===== src/rtl/facto_host_master.sv =====
// Bus initiator that runs one FactoCore factorial job per accepted start:
// load operand, arm interrupt, start, wait (interrupt or OPDONE poll), read result, clear.
module facto_host_master #(
    parameter logic [15:0] BASE_ADDR   = 16'h7000,
    parameter bit          USE_INTR    = 1'b1,
    parameter int unsigned POLL_GAP    = 8,
    parameter int unsigned TIMEOUT_CYC = 65535
) (
    input  logic         clk,
    input  logic         reset_n,
    input  logic         start,
    input  logic [63:0]  operand,
    output logic         busy,
    output logic         done,
    output logic         error,
    output logic [127:0] result,
    output logic         m_sel,
    output logic         m_wr,
    output logic [15:0]  m_addr,
    output logic [63:0]  m_dout,
    input  logic [63:0]  m_din,
    input  logic         interrupt
);

    localparam logic [15:0] OFS_OPSTART  = 16'h0000;
    localparam logic [15:0] OFS_OPCLEAR  = 16'h0008;
    localparam logic [15:0] OFS_OPDONE   = 16'h0010;
    localparam logic [15:0] OFS_INTR_EN  = 16'h0018;
    localparam logic [15:0] OFS_OPERAND  = 16'h0020;
    localparam logic [15:0] OFS_RESULT_H = 16'h0028;
    localparam logic [15:0] OFS_RESULT_L = 16'h0030;

    typedef enum logic [3:0] {
        S_IDLE, S_W_OPND, S_W_IEN, S_W_START, S_WAIT,
        S_POLL, S_R_HI, S_R_LO, S_W_CLR, S_FIN
    } state_t;

    state_t      state_r;
    logic [31:0] wait_cnt_r;
    logic [15:0] gap_cnt_r;
    logic        timeout_s;
    logic        gap_end_s;

    // The wait counter value is the number of WAIT/POLL cycles already completed.
    assign timeout_s = (TIMEOUT_CYC != 32'd0) && (wait_cnt_r == 32'(TIMEOUT_CYC - 32'd1));
    assign gap_end_s = (gap_cnt_r == 16'(POLL_GAP - 32'd1));

    // Job sequencer; bus outputs are registered so each access occupies the state's own cycle.
    always_ff @(posedge clk or negedge reset_n) begin
        if (!reset_n) begin
            state_r    <= S_IDLE;
            busy       <= 1'b0;
            done       <= 1'b0;
            error      <= 1'b0;
            result     <= 128'd0;
            m_sel      <= 1'b0;
            m_wr       <= 1'b0;
            m_addr     <= 16'd0;
            m_dout     <= 64'd0;
            wait_cnt_r <= 32'd0;
            gap_cnt_r  <= 16'd0;
        end else begin
            done <= 1'b0;
            case (state_r)
                S_IDLE: begin
                    if (start) begin
                        busy    <= 1'b1;
                        error   <= 1'b0;
                        result  <= 128'd0;
                        m_sel   <= 1'b1;
                        m_wr    <= 1'b1;
                        m_addr  <= BASE_ADDR + OFS_OPERAND;
                        m_dout  <= operand;
                        state_r <= S_W_OPND;
                    end
                end
                S_W_OPND: begin
                    m_addr  <= BASE_ADDR + OFS_INTR_EN;
                    m_dout  <= {63'd0, USE_INTR};
                    state_r <= S_W_IEN;
                end
                S_W_IEN: begin
                    m_addr  <= BASE_ADDR + OFS_OPSTART;
                    m_dout  <= 64'd1;
                    state_r <= S_W_START;
                end
                S_W_START: begin
                    m_sel      <= 1'b0;
                    m_wr       <= 1'b0;
                    wait_cnt_r <= 32'd0;
                    gap_cnt_r  <= 16'd0;
                    state_r    <= S_WAIT;
                end
                S_WAIT: begin
                    wait_cnt_r <= wait_cnt_r + 32'd1;
                    gap_cnt_r  <= gap_cnt_r + 16'd1;
                    if (USE_INTR && interrupt) begin
                        m_sel   <= 1'b1;
                        m_addr  <= BASE_ADDR + OFS_RESULT_H;
                        state_r <= S_R_HI;
                    end else if (timeout_s) begin
                        error   <= 1'b1;
                        result  <= 128'd0;
                        m_sel   <= 1'b1;
                        m_wr    <= 1'b1;
                        m_addr  <= BASE_ADDR + OFS_OPCLEAR;
                        m_dout  <= 64'd1;
                        state_r <= S_W_CLR;
                    end else if (!USE_INTR && gap_end_s) begin
                        m_sel   <= 1'b1;
                        m_addr  <= BASE_ADDR + OFS_OPDONE;
                        state_r <= S_POLL;
                    end
                end
                S_POLL: begin
                    wait_cnt_r <= wait_cnt_r + 32'd1;
                    gap_cnt_r  <= 16'd0;
                    if (m_din[0]) begin
                        m_addr  <= BASE_ADDR + OFS_RESULT_H;
                        state_r <= S_R_HI;
                    end else if (timeout_s) begin
                        error   <= 1'b1;
                        result  <= 128'd0;
                        m_wr    <= 1'b1;
                        m_addr  <= BASE_ADDR + OFS_OPCLEAR;
                        m_dout  <= 64'd1;
                        state_r <= S_W_CLR;
                    end else begin
                        m_sel   <= 1'b0;
                        state_r <= S_WAIT;
                    end
                end
                S_R_HI: begin
                    result[127:64] <= m_din;
                    m_addr         <= BASE_ADDR + OFS_RESULT_L;
                    state_r        <= S_R_LO;
                end
                S_R_LO: begin
                    result[63:0] <= m_din;
                    m_wr         <= 1'b1;
                    m_addr       <= BASE_ADDR + OFS_OPCLEAR;
                    m_dout       <= 64'd1;
                    state_r      <= S_W_CLR;
                end
                S_W_CLR: begin
                    m_sel   <= 1'b0;
                    m_wr    <= 1'b0;
                    state_r <= S_FIN;
                end
                S_FIN: begin
                    done    <= 1'b1;
                    busy    <= 1'b0;
                    state_r <= S_IDLE;
                end
                default: begin
                    m_sel   <= 1'b0;
                    m_wr    <= 1'b0;
                    busy    <= 1'b0;
                    state_r <= S_IDLE;
                end
            endcase
        end
    end

endmodule

===== config.mk =====
export PLATFORM = sky130hd
export DESIGN_NAME = facto_host_master
export DESIGN_NICKNAME = d
export VERILOG_FILES = /design/src/rtl/facto_host_master.sv
export SDC_FILE = /design/constraint.sdc
export NUM_CORES = 1
export LEC_CHECK = 0
export CORE_MARGIN = 5
export CORE_UTILIZATION = 41
export DETAILED_ROUTE_END_ITERATION = 10
export HOLD_SLACK_MARGIN = 0.02
export PLACE_DENSITY = 0.85
export SYNTH_ARGS = -nofsm -noshare
export SYNTH_HDL_FRONTEND = slang
export SYNTH_SLANG_ARGS = --single-unit

===== constraint.sdc =====
create_clock -name clk -period 1.9 [get_ports clk]
set_input_delay 0.19 -clock clk [delete_from_list [all_inputs] [get_ports clk]]
set_output_delay 0.19 -clock clk [all_outputs]
set_load 0.01 [all_outputs]

; After elaboration in Yosys (flattened, before gate mapping)
; Cells that the tools add are included.
[classes]
n_div = 0
reduce_logical = 21
mux = 40
shift = 0
eq_ne = 15
n_lt_le_gt_ge = 0
mul = 0
addsub = 1
n_bitwise = 3
[op_table]
columns = op, n
row1 = $pmux 64 s4, 3
row2 = $mux 128, 4
row3 = $mux 64, 4
row4 = $pmux 16 s7, 1
row5 = $mux 16, 4
row6 = $pmux 32 s2, 1
row7 = $pmux 4 s9, 1
row8 = $add 32x1->32 const B, 1
row9 = $eq 32x16->1 const B, 1
row10 = $mux 4, 5
row11 = $reduce_and 4->1, 5
row12 = $eq 4x3->1 const B, 4
row13 = $mux 1, 13
row14 = $reduce_bool 4->1, 3
row15 = $eq 4x2->1 const B, 2
row16 = $eq 4x4->1 const B, 2
row17 = $ne 2x2->1 const B, 4
row18 = $reduce_or 8->1, 1
row19 = $reduce_bool 7->1, 1
row20 = $reduce_and 2->1, 3
row21 = $pmux 1 s5, 1
row22 = $reduce_and 5->1, 1
row23 = $reduce_or 5->1, 1
row24 = $eq 4x1->1 const B, 1
row25 = 11 further kinds, 13
[totals]
rom_bits = 0
mem_bits_rw = 0
out_inout_bits = 213
wordCells = 91
regBits = 249
mem_count = 0
inputBits = 132
latch_bits = 0

; Logic depth before layout (Yosys ltp)
[depth]
depth_word = 4
depth_mapped = 8
ltp_nobuf = 7

; Least setup slack after synthesis
; OpenSTA, ideal clock, no wires.
[synth_path]
kind = reg2reg
from = register wait_cnt_r[19]
to = register m_dout[10]
t_arrival_ns = 1.823
path_slack_ns = -0.044
period_less_slack_ns = 1.944
path_stages_with_launch = 7
t_required_ns = 1.779
setup_time_ns = 0.121
n_path_buf = 1
path_cell_list = dfrtp_1 > nor4_1 > nand4_1 > nor3_4 > o21ai_4 > buf_6 > a22o_1
[synth_between]
elab_chain_cells = 4
word_cells_on_any_way = 5
classes_between = eq/ne (1) / mux (4)
[synth_rtl]
columns = item, line_no
row1 = from (decl), 39  ; logic [31:0] wait_cnt_r;
row2 = from (signal assigned), 95  ; wait_cnt_r <= wait_cnt_r + 32'd1;
row3 = from (signal assigned), 116  ; wait_cnt_r <= wait_cnt_r + 32'd1;
row4 = $eq 32x16->1 *, 45  ; assign timeout_s = (TIMEOUT_CYC != 32'd0) && (wait_cnt_r == 32'(TIMEOUT_CYC - 32'd1));
row5 = $mux 64 *, n/a
row6 = $mux 64 (on tied branches), n/a
row7 = $pmux 64 s4 *, n/a
row8 = to (signal assigned), 73  ; m_dout <= operand;
row9 = to (signal assigned), 79  ; m_dout <= {63'd0, USE_INTR};
row10 = to (decl), 20  ; output logic [63:0] m_dout,
; Mark *: on every way between the ends. The rest lies on a longest branch, timed or not. The select of a mux whose other input is x is not followed.
; A chain may end at the register's enable or synchronous reset.

; Final worst setup path
[layout_path]
from = register wait_cnt_r[0]
to = register result[28]
[layout_between]
elab_chain_cells = 4
word_cells_on_any_way = 5
classes_between = eq/ne (1) / mux (4)
[layout_rtl]
columns = item, line_no
row1 = $eq 32x16->1 *, 45
row2 = $mux 128 *, n/a
row3 = $mux 128 (on tied branches), n/a
row4 = $pmux 64 s4 *, n/a
row5 = to (signal assigned), 139  ; result[63:0] <= m_din;
row6 = to (decl), 16  ; output logic [127:0] result,
; Marks and branches as above.

==> run_results.csv <==
group,metric,value,unit
placement,dp.cells,1418,
clock_tree,clk-insertion-delay-late,0.53,ns
synthesis,async_reset_ff_share,100,%
floorplanning,die_y,164,microns
synthesis,syn_nets,874,
routing,num_vias,8211,
layout,fill_cells,1670,
clock_tree,root_buffer,"clkbuf_16",
power_and_ir_drop,irDropWorstVdd,0.000886,V
synthesis,ys.flop_type,"dfrtp_1",
routing,ant_nets,0,
placement,port-buffer-count,344,
routing,drcViolationCount,0,
sta,setup_viol,216,
power_and_ir_drop,power_frac_comb,48.3,%
grt,antenna_found_initial,0,
sta,period_minus_slack,2.08,ns
floorplanning,die_area,27000,sq um
routing,wirelength,32300,microns
status,outcome,"complete, but fails checks",
sta,max_clock_freq,481,MHz
clock_tree,clkSinkCount,249,
grt,grt_use_met2,38.4,%
sta,rsz0062_at_grt,"true",
layout,fin_util,65.2,%
grt,grt_max_degree,71,
routing,dr.first_iter.drc_count,640,
routing,vias_per_cell,5.54,
hold_path,hold_path.class,"in2async",
clock_tree,cts_tree,"yes",
clock_tree,clock_path_buffers,3,
power_and_ir_drop,p_per_area,1710,nW/um^2
sta,worstMarginPinSlew,0.596,ns
synthesis,synth_area_leader_cell,"dfrtp_1",
synthesis,synth_top_cell_area_share,63.7,%
synthesis,synthCells,740,
placement,place_area,14000,sq um
grt,gr-usage-met1,28.2,%
power_and_ir_drop,p_sw,9.26,mW
synthesis,ys_types,53,
worst_setup_path,crit_type,"reg2reg",
flow_run,cap_violations,0,
sta,timing.hold.ws,0.137,ns
sta,hold_violations,0,
sta,slew_headroom,59.9,%
routing,wl_per_cell,21.8,microns
grt,use_met3,4.32,%
sta,slew_violations,0,
synthesis,syn_area_per_cell,13.2,sq um
floorplanning,num_rows,56,
floorplanning,fp.coreArea,23500,sq um
synthesis,yosys-top-cells-area,"dfrtp_1 (64%), a22o_1 (17%), buf_6 (2.2%)",
layout,antennaDiodeCount,0,
worst_setup_path,cp.required,2.31,ns
worst_setup_path,critPathLaunchType,"register",
worst_setup_path,cp-end-kind,"register",
grt,grt_first_pass_wirelength,48100,microns
sta,skew,0.0229,ns
placement,dp_slack,-0.348,ns
sta,fin_crit_sh,109,%
grt,grt_pass1_vias,8420,
layout,nets,1279,
layout,drive_above_1_share,15.0,%
floorplanning,initial_core_util,41.7,%
power_and_ir_drop,internal_power,17.0,mW
synthesis,synth_edf_count,0,
floorplanning,ios,345,
power_and_ir_drop,p_seq_share,31.6,%
sta,setup_ws,-0.178,ns
synthesis,synth_warnings,0,
clock_tree,cts_inserted_buffers,27,
synthesis,synth_area,9780,sq um
synthesis,synth_seq_cells,249,
grt,grt_usage,22.2,%
status,violations,"setup timing",
sta,tns,-27.81,ns
layout,layout.cells.non_filler,1482,
power_and_ir_drop,power,26.2,mW
layout,stdcell_area,15300,sq um
worst_setup_path,path_max_fanout,26,
clock_tree,clk_pin_slew,0.06,ns
clock_tree,cts-htree-levels,1,
floorplanning,die_x,164,microns
placement,dpl.hpwl,21800,microns
synthesis,ys_seq_area_share,63.7,%
routing,first_pass_iters,5,
worst_setup_path,arrival,2.49,ns
power_and_ir_drop,power_frac_clock,20.1,%
power_and_ir_drop,swShare,35.3,%
layout,area_delta_synth_final,56.4,%
grt,overflow,0,
placement,place_congestion,0.845,
grt,grt.busiest_layer,"met2",
power_and_ir_drop,p_leak,6.83,nW
==> area by class of cell <==
class | instances | area, sq um | area share [%]
Clock inverter | 8 | 119 | 0.777
Multi-Input combinational cell | 426 | 3390 | 22.2
Sequential cell | 249 | 6230 | 40.7
Tap cell | 319 | 399 | 2.61
Inverter | 11 | 41.3 | 0.270
Clock buffer | 39 | 771 | 5.04
Timing Repair Buffer | 430 | 4350 | 28.4
==> power groups by stage <==
stage / sequential [mW] / combinational (mW) / clock, mW
finish: 8.29 / 12.7 / 5.27
detailed placement: 8.29 / 12.0 / 0
CTS: 8.27 / 12.4 / 5.38
global route: 8.49 / 13.4 / 5.63
global placement: 8.23 / 11.7 / 0
floorplan: 8.97 / 5.34 / 0
==> state kept, by name (all words and copies together) (netlist names) <==
name        flops
error           1
busy            1
wait_cnt_r     32
done            1
m_sel           1
m_wr            1
m_addr         16
m_dout         64
state_r         4
result        128
==> metal layers <==
| metal | vias up | share of wire [%] | wire length, microns |
|---|---|---|---|
| met2 | 369 | 50 | 16300 |
| met3 | 67 | 7.4 | 2400 |
| met4 | 0 | 3.1 | 999 |
| met5 | - | 0 | 0 |
| li1 | 3627 | - | - |
| met1 | 4148 | 39 | 12600 |
==> synthesized netlist by cell type (all sizes together), types with 2 or more instances <==
library cell and n:
dfrtp 249, a22o 191, nand2 33, clkbuf 28, buf 27, nor2 24, nand3 20, o21ai 20
a21oi 16, nor3 12, and2 11, inv 11, o31ai 11, mux2i 10, o211ai 10, nand4 8
nand2b 7, and3 6, nor3b 4, nor4 4, o22ai 4, o311ai 3, o41ai 3, or2 3
and4 2, ha 2, mux2 2, nor2b 2, o22a 2, or3 2, or4 2
==> kinds of logic (layout without fill, tap and decap cells) <==
kind of cell    after synthesis  in the layout  share of synthesized area, %
simple gates                143            143                          7.85
compound gates              267            268                          22.7
xor+xnor                      1              1                        0.0896
fa+ha+maj                     2              2                         0.256
flops                       249            249                          63.7
mux                          12             12                          1.25
buf+inv                      66            488                          4.12
==> cell usage in the layout (no fill, tap or decap), types with 11 or more instances in the layout <==
cell,instances
a21oi_1,14
clkbuf_16,28
nand3_1,17
nand2_1,32
a22o_1,191
buf_4,58
nor2_1,19
buf_12,15
dfrtp_1,249
inv_1,11
clkdlybuf4s50_1,343
o21ai_0,16
o31ai_1,11
==> final timing paths <==
| kind | startpoint | end | slack [ns] | cells after the start |
|---|---|---|---|---|
| setup / recovery | wait_cnt_r[0] | result[28] | -0.18 | 9 |
| hold / removal | reset_n | result[94] | 0.14 | 2 |
| setup reg to reg | wait_cnt_r[0] | result[28] | -0.18 | 9 |
| hold reg to reg | m_addr[12] | m_addr[12] | 0.48 | 1 |
| max in group asynchronous | reset_n | wait_cnt_r[15] | 1.05 | 3 |
| min in group clk | operand[35] | m_dout[35] | 0.27 | 2 |
==> critical path, stage by stage, from the launching register on <==
cell,delay [ns]
dfrtp_1,0.38
inv_1,0.06
ha_2,0.17
nor3b_2,0.16
nand4_1,0.25
nor3_4,0.25
buf_12,0.17
o21ai_4,0.10
clkbuf_16,0.22
a22o_1,0.20
==> timing repair <==
action                                  4_1_cts  5_1_grt
endpoints found under the setup margin      223      225
pin swaps                                    15       14
hold endpoints to repair                    249        0
gates cloned                                  1        1
buffers inserted                              5        9
hold buffers                                  1        0
resized for setup                            24       31
No activity file was read; power rests on OpenSTA's default activity.
